## config.mk

```make
export PLATFORM = sky130hd
export DESIGN_NAME = multicycle_ctrl_flat
export DESIGN_NICKNAME = d
export VERILOG_FILES = /design/src/rtl/multicycle_ctrl_if.sv /design/src/rtl/multicycle_ctrl.sv /design/src/flat_wrapper.sv
export SDC_FILE = /design/constraint.sdc
export NUM_CORES = 1
export LEC_CHECK = 0
export ABC_AREA = 1
export CELL_PAD_IN_SITES_DETAIL_PLACEMENT = 0
export CELL_PAD_IN_SITES_GLOBAL_PLACEMENT = 2
export CORE_MARGIN = 10
export CORE_UTILIZATION = 14
export CTS_CLUSTER_SIZE = 20
export DETAILED_ROUTE_END_ITERATION = 6
export PLACE_DENSITY_LB_ADDON = 0.15
export SLEW_MARGIN = 5
export SYNTH_ARGS = -nofsm -noshare
export SYNTH_HDL_FRONTEND = slang
export SYNTH_SLANG_ARGS = --single-unit
```

## constraint.sdc

```tcl
create_clock -name clk -period 1.1 [get_ports clk]
set_input_delay 0.275 -clock clk [delete_from_list [all_inputs] [get_ports clk]]
set_output_delay 0.275 -clock clk [all_outputs]
set_load 0.02 [all_outputs]
```

## src/rtl/multicycle_ctrl_if.sv

```systemverilog
// multicycle_ctrl_if: instruction/handshake inputs and datapath controls of the multicycle controller
interface multicycle_ctrl_if;
    logic [6:0] op;
    logic [2:0] funct3;
    logic       funct7b5;
    logic       zero;
    logic       mem_ready;
    logic       pc_write;
    logic       adr_src;
    logic       mem_write;
    logic       ir_write;
    logic [1:0] result_src;
    logic [2:0] alu_control;
    logic [1:0] alu_src_a;
    logic [1:0] alu_src_b;
    logic [1:0] imm_src;
    logic       reg_write;
    logic       illegal;
    logic [3:0] state;
    modport master (
        input  op, funct3, funct7b5, zero, mem_ready,
        output pc_write, adr_src, mem_write, ir_write, result_src, alu_control,
               alu_src_a, alu_src_b, imm_src, reg_write, illegal, state
    );
    modport slave (
        output op, funct3, funct7b5, zero, mem_ready,
        input  pc_write, adr_src, mem_write, ir_write, result_src, alu_control,
               alu_src_a, alu_src_b, imm_src, reg_write, illegal, state
    );
endinterface

```

## src/rtl/multicycle_ctrl.sv

```systemverilog
// multicycle_ctrl: RV32I multicycle control FSM sequencing fetch/decode/execute/memory/writeback
module multicycle_ctrl #(
    parameter bit SUPPORT_BNE = 1'b1
) (
    input logic              clk,
    input logic              reset,
    multicycle_ctrl_if.master bus
);
    localparam logic [3:0] S_FETCH = 4'd0, S_DECODE = 4'd1, S_MEMADR = 4'd2, S_MEMREAD = 4'd3,
                           S_MEMWB = 4'd4, S_MEMWRITE = 4'd5, S_EXECR = 4'd6, S_EXECI = 4'd7,
                           S_ALUWB = 4'd8, S_BRANCH = 4'd9, S_JAL = 4'd10, S_TRAP = 4'd11;
    localparam logic [6:0] OP_LW = 7'b0000011, OP_SW = 7'b0100011, OP_R = 7'b0110011,
                           OP_I = 7'b0010011, OP_BR = 7'b1100011, OP_JAL = 7'b1101111;
    logic [3:0] r_state, w_next;
    logic       r_illegal;
    logic [1:0] w_alu_op;
    logic [2:0] w_funct;
    logic       w_br_ok, w_taken;
    logic       w_pc_write, w_ir_write, w_mem_write, w_reg_write;
    always_ff @(posedge clk) begin
        r_state   <= reset ? S_FETCH : w_next;
        r_illegal <= reset ? 1'b0 : (r_illegal | (w_next == S_TRAP));
    end
    assign w_br_ok = (bus.funct3 == 3'b000) || (SUPPORT_BNE && (bus.funct3 == 3'b001));
    assign w_taken = w_br_ok && (bus.funct3[0] ? !bus.zero : bus.zero);
    always_comb begin
        w_next = S_FETCH;
        case (r_state)
            S_FETCH:    w_next = bus.mem_ready ? S_DECODE : S_FETCH;
            S_DECODE:   w_next = (bus.op == OP_LW || bus.op == OP_SW) ? S_MEMADR :
                                 (bus.op == OP_R)   ? S_EXECR  :
                                 (bus.op == OP_I)   ? S_EXECI  :
                                 (bus.op == OP_BR)  ? S_BRANCH :
                                 (bus.op == OP_JAL) ? S_JAL    : S_TRAP;
            S_MEMADR:   w_next = (bus.op == OP_SW) ? S_MEMWRITE : S_MEMREAD;
            S_MEMREAD:  w_next = bus.mem_ready ? S_MEMWB : S_MEMREAD;
            S_MEMWB:    w_next = S_FETCH;
            S_MEMWRITE: w_next = bus.mem_ready ? S_FETCH : S_MEMWRITE;
            S_EXECR:    w_next = S_ALUWB;
            S_EXECI:    w_next = S_ALUWB;
            S_ALUWB:    w_next = S_FETCH;
            S_BRANCH:   w_next = w_br_ok ? S_FETCH : S_TRAP;
            S_JAL:      w_next = S_ALUWB;
            S_TRAP:     w_next = S_TRAP;
            default:    w_next = S_FETCH;
        endcase
    end
    always_comb begin
        bus.adr_src    = 1'b0;
        bus.result_src = 2'b00;
        bus.alu_src_a  = 2'b00;
        bus.alu_src_b  = 2'b00;
        w_alu_op       = 2'b00;
        w_pc_write     = 1'b0;
        w_ir_write     = 1'b0;
        w_mem_write    = 1'b0;
        w_reg_write    = 1'b0;
        case (r_state)
            S_FETCH: begin
                bus.alu_src_b  = 2'b10;
                bus.result_src = 2'b10;
                w_ir_write     = bus.mem_ready;
                w_pc_write     = bus.mem_ready;
            end
            S_DECODE: begin
                bus.alu_src_a = 2'b01;
                bus.alu_src_b = 2'b01;
            end
            S_MEMADR: begin
                bus.alu_src_a = 2'b10;
                bus.alu_src_b = 2'b01;
            end
            S_MEMREAD:  bus.adr_src = 1'b1;
            S_MEMWB: begin
                bus.result_src = 2'b01;
                w_reg_write    = 1'b1;
            end
            S_MEMWRITE: begin
                bus.adr_src = 1'b1;
                w_mem_write = 1'b1;
            end
            S_EXECR: begin
                bus.alu_src_a = 2'b10;
                w_alu_op      = 2'b10;
            end
            S_EXECI: begin
                bus.alu_src_a = 2'b10;
                bus.alu_src_b = 2'b01;
                w_alu_op      = 2'b10;
            end
            S_ALUWB:    w_reg_write = 1'b1;
            S_BRANCH: begin
                bus.alu_src_a = 2'b10;
                w_alu_op      = 2'b01;
                w_pc_write    = w_taken;
            end
            S_JAL: begin
                bus.alu_src_a = 2'b01;
                bus.alu_src_b = 2'b10;
                w_pc_write    = 1'b1;
            end
            default: ;
        endcase
    end
    // only R-type (op[5]) subtracts; instr[30] of an I-type is immediate data
    assign w_funct = (bus.funct3 == 3'b000) ? ((bus.op[5] && bus.funct7b5) ? 3'b001 : 3'b000) :
                     (bus.funct3 == 3'b010) ? 3'b101 :
                     (bus.funct3 == 3'b110) ? 3'b011 :
                     (bus.funct3 == 3'b111) ? 3'b010 : 3'b000;
    assign bus.alu_control = (w_alu_op == 2'b01) ? 3'b001 : (w_alu_op == 2'b10) ? w_funct : 3'b000;
    assign bus.imm_src     = (bus.op == OP_SW) ? 2'b01 : (bus.op == OP_BR) ? 2'b10 :
                             (bus.op == OP_JAL) ? 2'b11 : 2'b00;
    assign bus.pc_write    = w_pc_write & ~reset;
    assign bus.ir_write    = w_ir_write & ~reset;
    assign bus.mem_write   = w_mem_write & ~reset;
    assign bus.reg_write   = w_reg_write & ~reset;
    assign bus.illegal     = r_illegal;
    assign bus.state       = r_state;
endmodule

```

## src/flat_wrapper.sv

```systemverilog
// flat-port wrapper written by rule: the top's interface ports become plain ports
module multicycle_ctrl_flat 
#(
    parameter bit SUPPORT_BNE = 1'b1
)
  (clk, reset, bus_op, bus_funct3, bus_funct7b5, bus_zero, bus_mem_ready, bus_pc_write, bus_adr_src, bus_mem_write, bus_ir_write, bus_result_src, bus_alu_control, bus_alu_src_a, bus_alu_src_b, bus_imm_src, bus_reg_write, bus_illegal, bus_state);
  multicycle_ctrl_if bus_i ();
  input logic clk;
  input logic reset;
  input wire logic [$bits(bus_i.op)-1:0] bus_op;
  input wire logic [$bits(bus_i.funct3)-1:0] bus_funct3;
  input wire logic [$bits(bus_i.funct7b5)-1:0] bus_funct7b5;
  input wire logic [$bits(bus_i.zero)-1:0] bus_zero;
  input wire logic [$bits(bus_i.mem_ready)-1:0] bus_mem_ready;
  output wire logic [$bits(bus_i.pc_write)-1:0] bus_pc_write;
  output wire logic [$bits(bus_i.adr_src)-1:0] bus_adr_src;
  output wire logic [$bits(bus_i.mem_write)-1:0] bus_mem_write;
  output wire logic [$bits(bus_i.ir_write)-1:0] bus_ir_write;
  output wire logic [$bits(bus_i.result_src)-1:0] bus_result_src;
  output wire logic [$bits(bus_i.alu_control)-1:0] bus_alu_control;
  output wire logic [$bits(bus_i.alu_src_a)-1:0] bus_alu_src_a;
  output wire logic [$bits(bus_i.alu_src_b)-1:0] bus_alu_src_b;
  output wire logic [$bits(bus_i.imm_src)-1:0] bus_imm_src;
  output wire logic [$bits(bus_i.reg_write)-1:0] bus_reg_write;
  output wire logic [$bits(bus_i.illegal)-1:0] bus_illegal;
  output wire logic [$bits(bus_i.state)-1:0] bus_state;
  assign bus_i.op = bus_op;
  assign bus_i.funct3 = bus_funct3;
  assign bus_i.funct7b5 = bus_funct7b5;
  assign bus_i.zero = bus_zero;
  assign bus_i.mem_ready = bus_mem_ready;
  assign bus_pc_write = bus_i.pc_write;
  assign bus_adr_src = bus_i.adr_src;
  assign bus_mem_write = bus_i.mem_write;
  assign bus_ir_write = bus_i.ir_write;
  assign bus_result_src = bus_i.result_src;
  assign bus_alu_control = bus_i.alu_control;
  assign bus_alu_src_a = bus_i.alu_src_a;
  assign bus_alu_src_b = bus_i.alu_src_b;
  assign bus_imm_src = bus_i.imm_src;
  assign bus_reg_write = bus_i.reg_write;
  assign bus_illegal = bus_i.illegal;
  assign bus_state = bus_i.state;
  multicycle_ctrl #(.SUPPORT_BNE(SUPPORT_BNE)) u_core (.clk(clk), .reset(reset), .bus(bus_i));
endmodule
```

==> flow_metrics.py <==
metrics = {
    "die": {
        "die_w_um": 85.36,
        "ios": 36,
        "die_area_um2": 7286,
        "die_y_um": 85.36,
        "core-area_um2": 4058,
        "core.rowCount": 23,
        "initial_utilization_pct": 14.74,
    },
    "critical_path": {
        "slowest_delay_ns": 0.36,
        "crit_family": "flip-flops",
        "cp_slowest_cell": "dfxtp_4",
        "cp-end-kind": "output pin",
        "critPathMaxFanout": 5,
        "worst-path-buf-inv": 3,
        "critPathArrivalTime_ns": 1.34,
        "critical_path_required_ns": 0.82,
        "crit_path_cell_trace": "inv_2 -> buf_6 -> nand2_4 -> nor2_4 -> nand2_4 -> a31oi_4 -> buf_6",
        "startpoint_type": "flip-flop",
        "path_class": "reg2out",
    },
    "power_and_ir_drop": {
        "power_mw": 3.650,
        "power_density_nw_per_um2": 2120,
        "ir_worst_vdd_uv": 651.6,
        "p_leak_nw": 0.8545,
    },
    "timing": {
        "fmax_ghz": 0.6205,
        "fin_crit_sh_pct": 146.5,
        "skew_ns": 0.003205,
        "relSlewSlack_pct": 85.09,
        "setup_ws_ns": -0.5115,
        "hold_viol_final": 0,
        "report.final.setup_viol": 25,
        "maxSlewViolCount": 0,
        "holdWs_ns": 0.4536,
        "worst_pin_slew_ns": 0.2220,
        "rsz0062_at_grt": "yes",
        "tns_ns": -7.252,
        "post-route-min-period_ns": 1.612,
    },
    "clocking": {
        "clockBufferDepth": 2,
        "htree_levels": 1,
        "clkTransAtPathRegs_ns": 0.04,
        "clk-insertion-delay-late_ns": 0.22,
        "cts_tree": "built",
        "cts_buffers": 3,
        "root_buffer": "clkbuf_8",
        "clkSinkCount": 5,
    },
    "logic_synthesis": {
        "synth_xor_xnor_area_share_pct": 1.464,
        "synth_fa_ha_area_share_pct": 0,
        "ys_top_cells_by_count": "30 x nand2_1, 21 x inv_1, 20 x nor2_1, 5 x dfxtp_1",
        "synth_top_cell_by_area": "nand2_1",
        "synthArstFlopShare_pct": 0,
        "syn_nets": 127,
        "ys.warnings.count": 0,
        "synth_compound_area_share_pct": 12.13,
        "synthMuxAreaShare_pct": 0,
        "yosysTopAreaCellShare_pct": 18.83,
        "synth.area.top_cells": "nand2_1 19%, dfxtp_1 17%, inv_1 13%",
        "synth_area_per_cell_um2": 5.340,
        "yosysSeqAreaShare_pct": 16.74,
        "synth_ff_type": "dfxtp_1",
        "synth.most_common_cell": "nand2_1",
        "ys_seq_elements": 5,
        "synth-simple-area-share_pct": 54.60,
        "syn-instance-count": 112,
        "ys_types": 23,
        "syn_area_um2": 598.1,
        "synth_top_family_by_area": "simple AND/OR/NAND/NOR gates",
        "synth_enable_flop_cells": 0,
    },
    "grt": {
        "grt.met2_usage_pct": 13.83,
        "globalRouteMet3Util_pct": 2.199,
        "grt_pass1_wl_mm": 4.830,
        "grt_pass1_vias": 1077,
        "busiest_layer": "met2",
        "grt_usage_pct": 7.649,
        "grt_start_max_net_pins": 6,
        "met1_usage_pct": 8.525,
        "grt_antenna_before_repair": 0,
        "gr-total-overflow": 0,
    },
    "placement": {
        "dpl_cell_area_um2": 1373,
        "gp_congestion": 0.8275,
        "port_buffers": 35,
        "dp_hpwl_mm": 2.201,
        "post-place-cells": 229,
        "pre_cts_ws_ns": -1.095,
    },
    "cells_and_area": {
        "final_util_pct": 42.43,
        "final_area_um2": 1722,
        "syn2layout_area_growth_pct": 187.9,
        "fin_cells": 250,
        "drive_gt1_share_pct": 75.00,
        "nNetsFinal": 216,
        "fillers": 415,
        "diodes": 0,
    },
    "hold_path": {
        "min_path_type": "reg2reg",
    },
    "drt": {
        "ant_nets": 0,
        "wl_per_cell_um": 11.26,
        "drc": 0,
        "dr.pass1.iters": 4,
        "drtIter0Drc": 34,
        "wl_mm": 2.814,
        "vias": 998,
        "viasPerCell": 3.992,
    },
    "run_status": {
        "status": "finished with violations",
        "violations": "setup timing",
    },
    "flow_run": {
        "max-cap-violations": 0,
    },
}
worst min-delay path: cells and delay by family, from the launching register on:
family	cells	cell delay (ns)
flops	1	0.30
compound gates	1	0.05
buf+inv	1	0.06
registers in the layout, summed over array words and instances, names as in the netlist:
| signal | cells |
|---|---|
| u_core.bus.illegal | 1 |
| u_core.bus.state | 4 |
layout by cell type (no fill, tap or decap), types with 3 or more instances in the layout:
| cell | Yosys | layout |
|---|---|---|
| dlygate4sd2_1 | 0 | 5 |
| dfxtp_4 | 0 | 4 |
| inv_2 | 2 | 8 |
| nand2_4 | 1 | 7 |
| a21oi_2 | 1 | 4 |
| buf_2 | 0 | 5 |
| buf_4 | 0 | 42 |
| nand4_1 | 4 | 4 |
| nand2_2 | 2 | 16 |
| clkbuf_8 | 0 | 3 |
| inv_1 | 21 | 11 |
| buf_6 | 0 | 27 |
| nand3_2 | 2 | 3 |
| inv_4 | 0 | 4 |
| nand2_1 | 30 | 10 |
| nor2_4 | 2 | 13 |
| nor2_1 | 20 | 7 |
per-layer routing:
metal	share of wire, %	vias to the layer above
li1	-	529
met1	39	444
met2	55	25
met3	6.0	0
met4	0	0
met5	0	-
worst paths after layout:
check | from | to | slack, ns | cells past startpoint
hold reg to reg | u_core.bus.illegal$_SDFF_PP0_ | u_core.bus.illegal$_SDFF_PP0_ | 0.45 | 2
hold / removal | u_core.bus.illegal$_SDFF_PP0_ | u_core.bus.illegal$_SDFF_PP0_ | 0.45 | 2
setup / recovery | u_core.bus.state[3]$_SDFF_PP0_ | bus_pc_write | -0.51 | 7
setup reg to reg | u_core.bus.state[1]$_SDFF_PP0_ | u_core.bus.illegal$_SDFF_PP0_ | -0.33 | 12
what timing repair did:
item	CTS	global route
setup buffers	14	6
setup endpoints to repair	26	25
gates resized for setup	196	24
pin swaps	24	16
cloned	0	0
hold buffers	0	0
where the power goes:
group	internal, mW	switching, mW	total, mW
clock network	0.248	0.0847	0.333
registers	0.275	0.120	0.396
logic	1.50	1.42	2.92
cell families after synthesis:
family / count (synthesis)
buf+inv: 24
simple gates: 70
xor+xnor: 1
compound gates: 12
flops: 5
cell type report:
class                   instances  area (um2)  share of cell area [%]
clock buffers                   4       45.04                   2.616
multi-input cells              83       649.4                   37.72
inverters                      23       96.34                   5.596
flip-flops and latches          5       115.1                   6.686
well taps                      50       62.56                   3.634
repair buffers                 85       753.2                   43.75
Note: power is estimated with default switching activity, not from simulation.
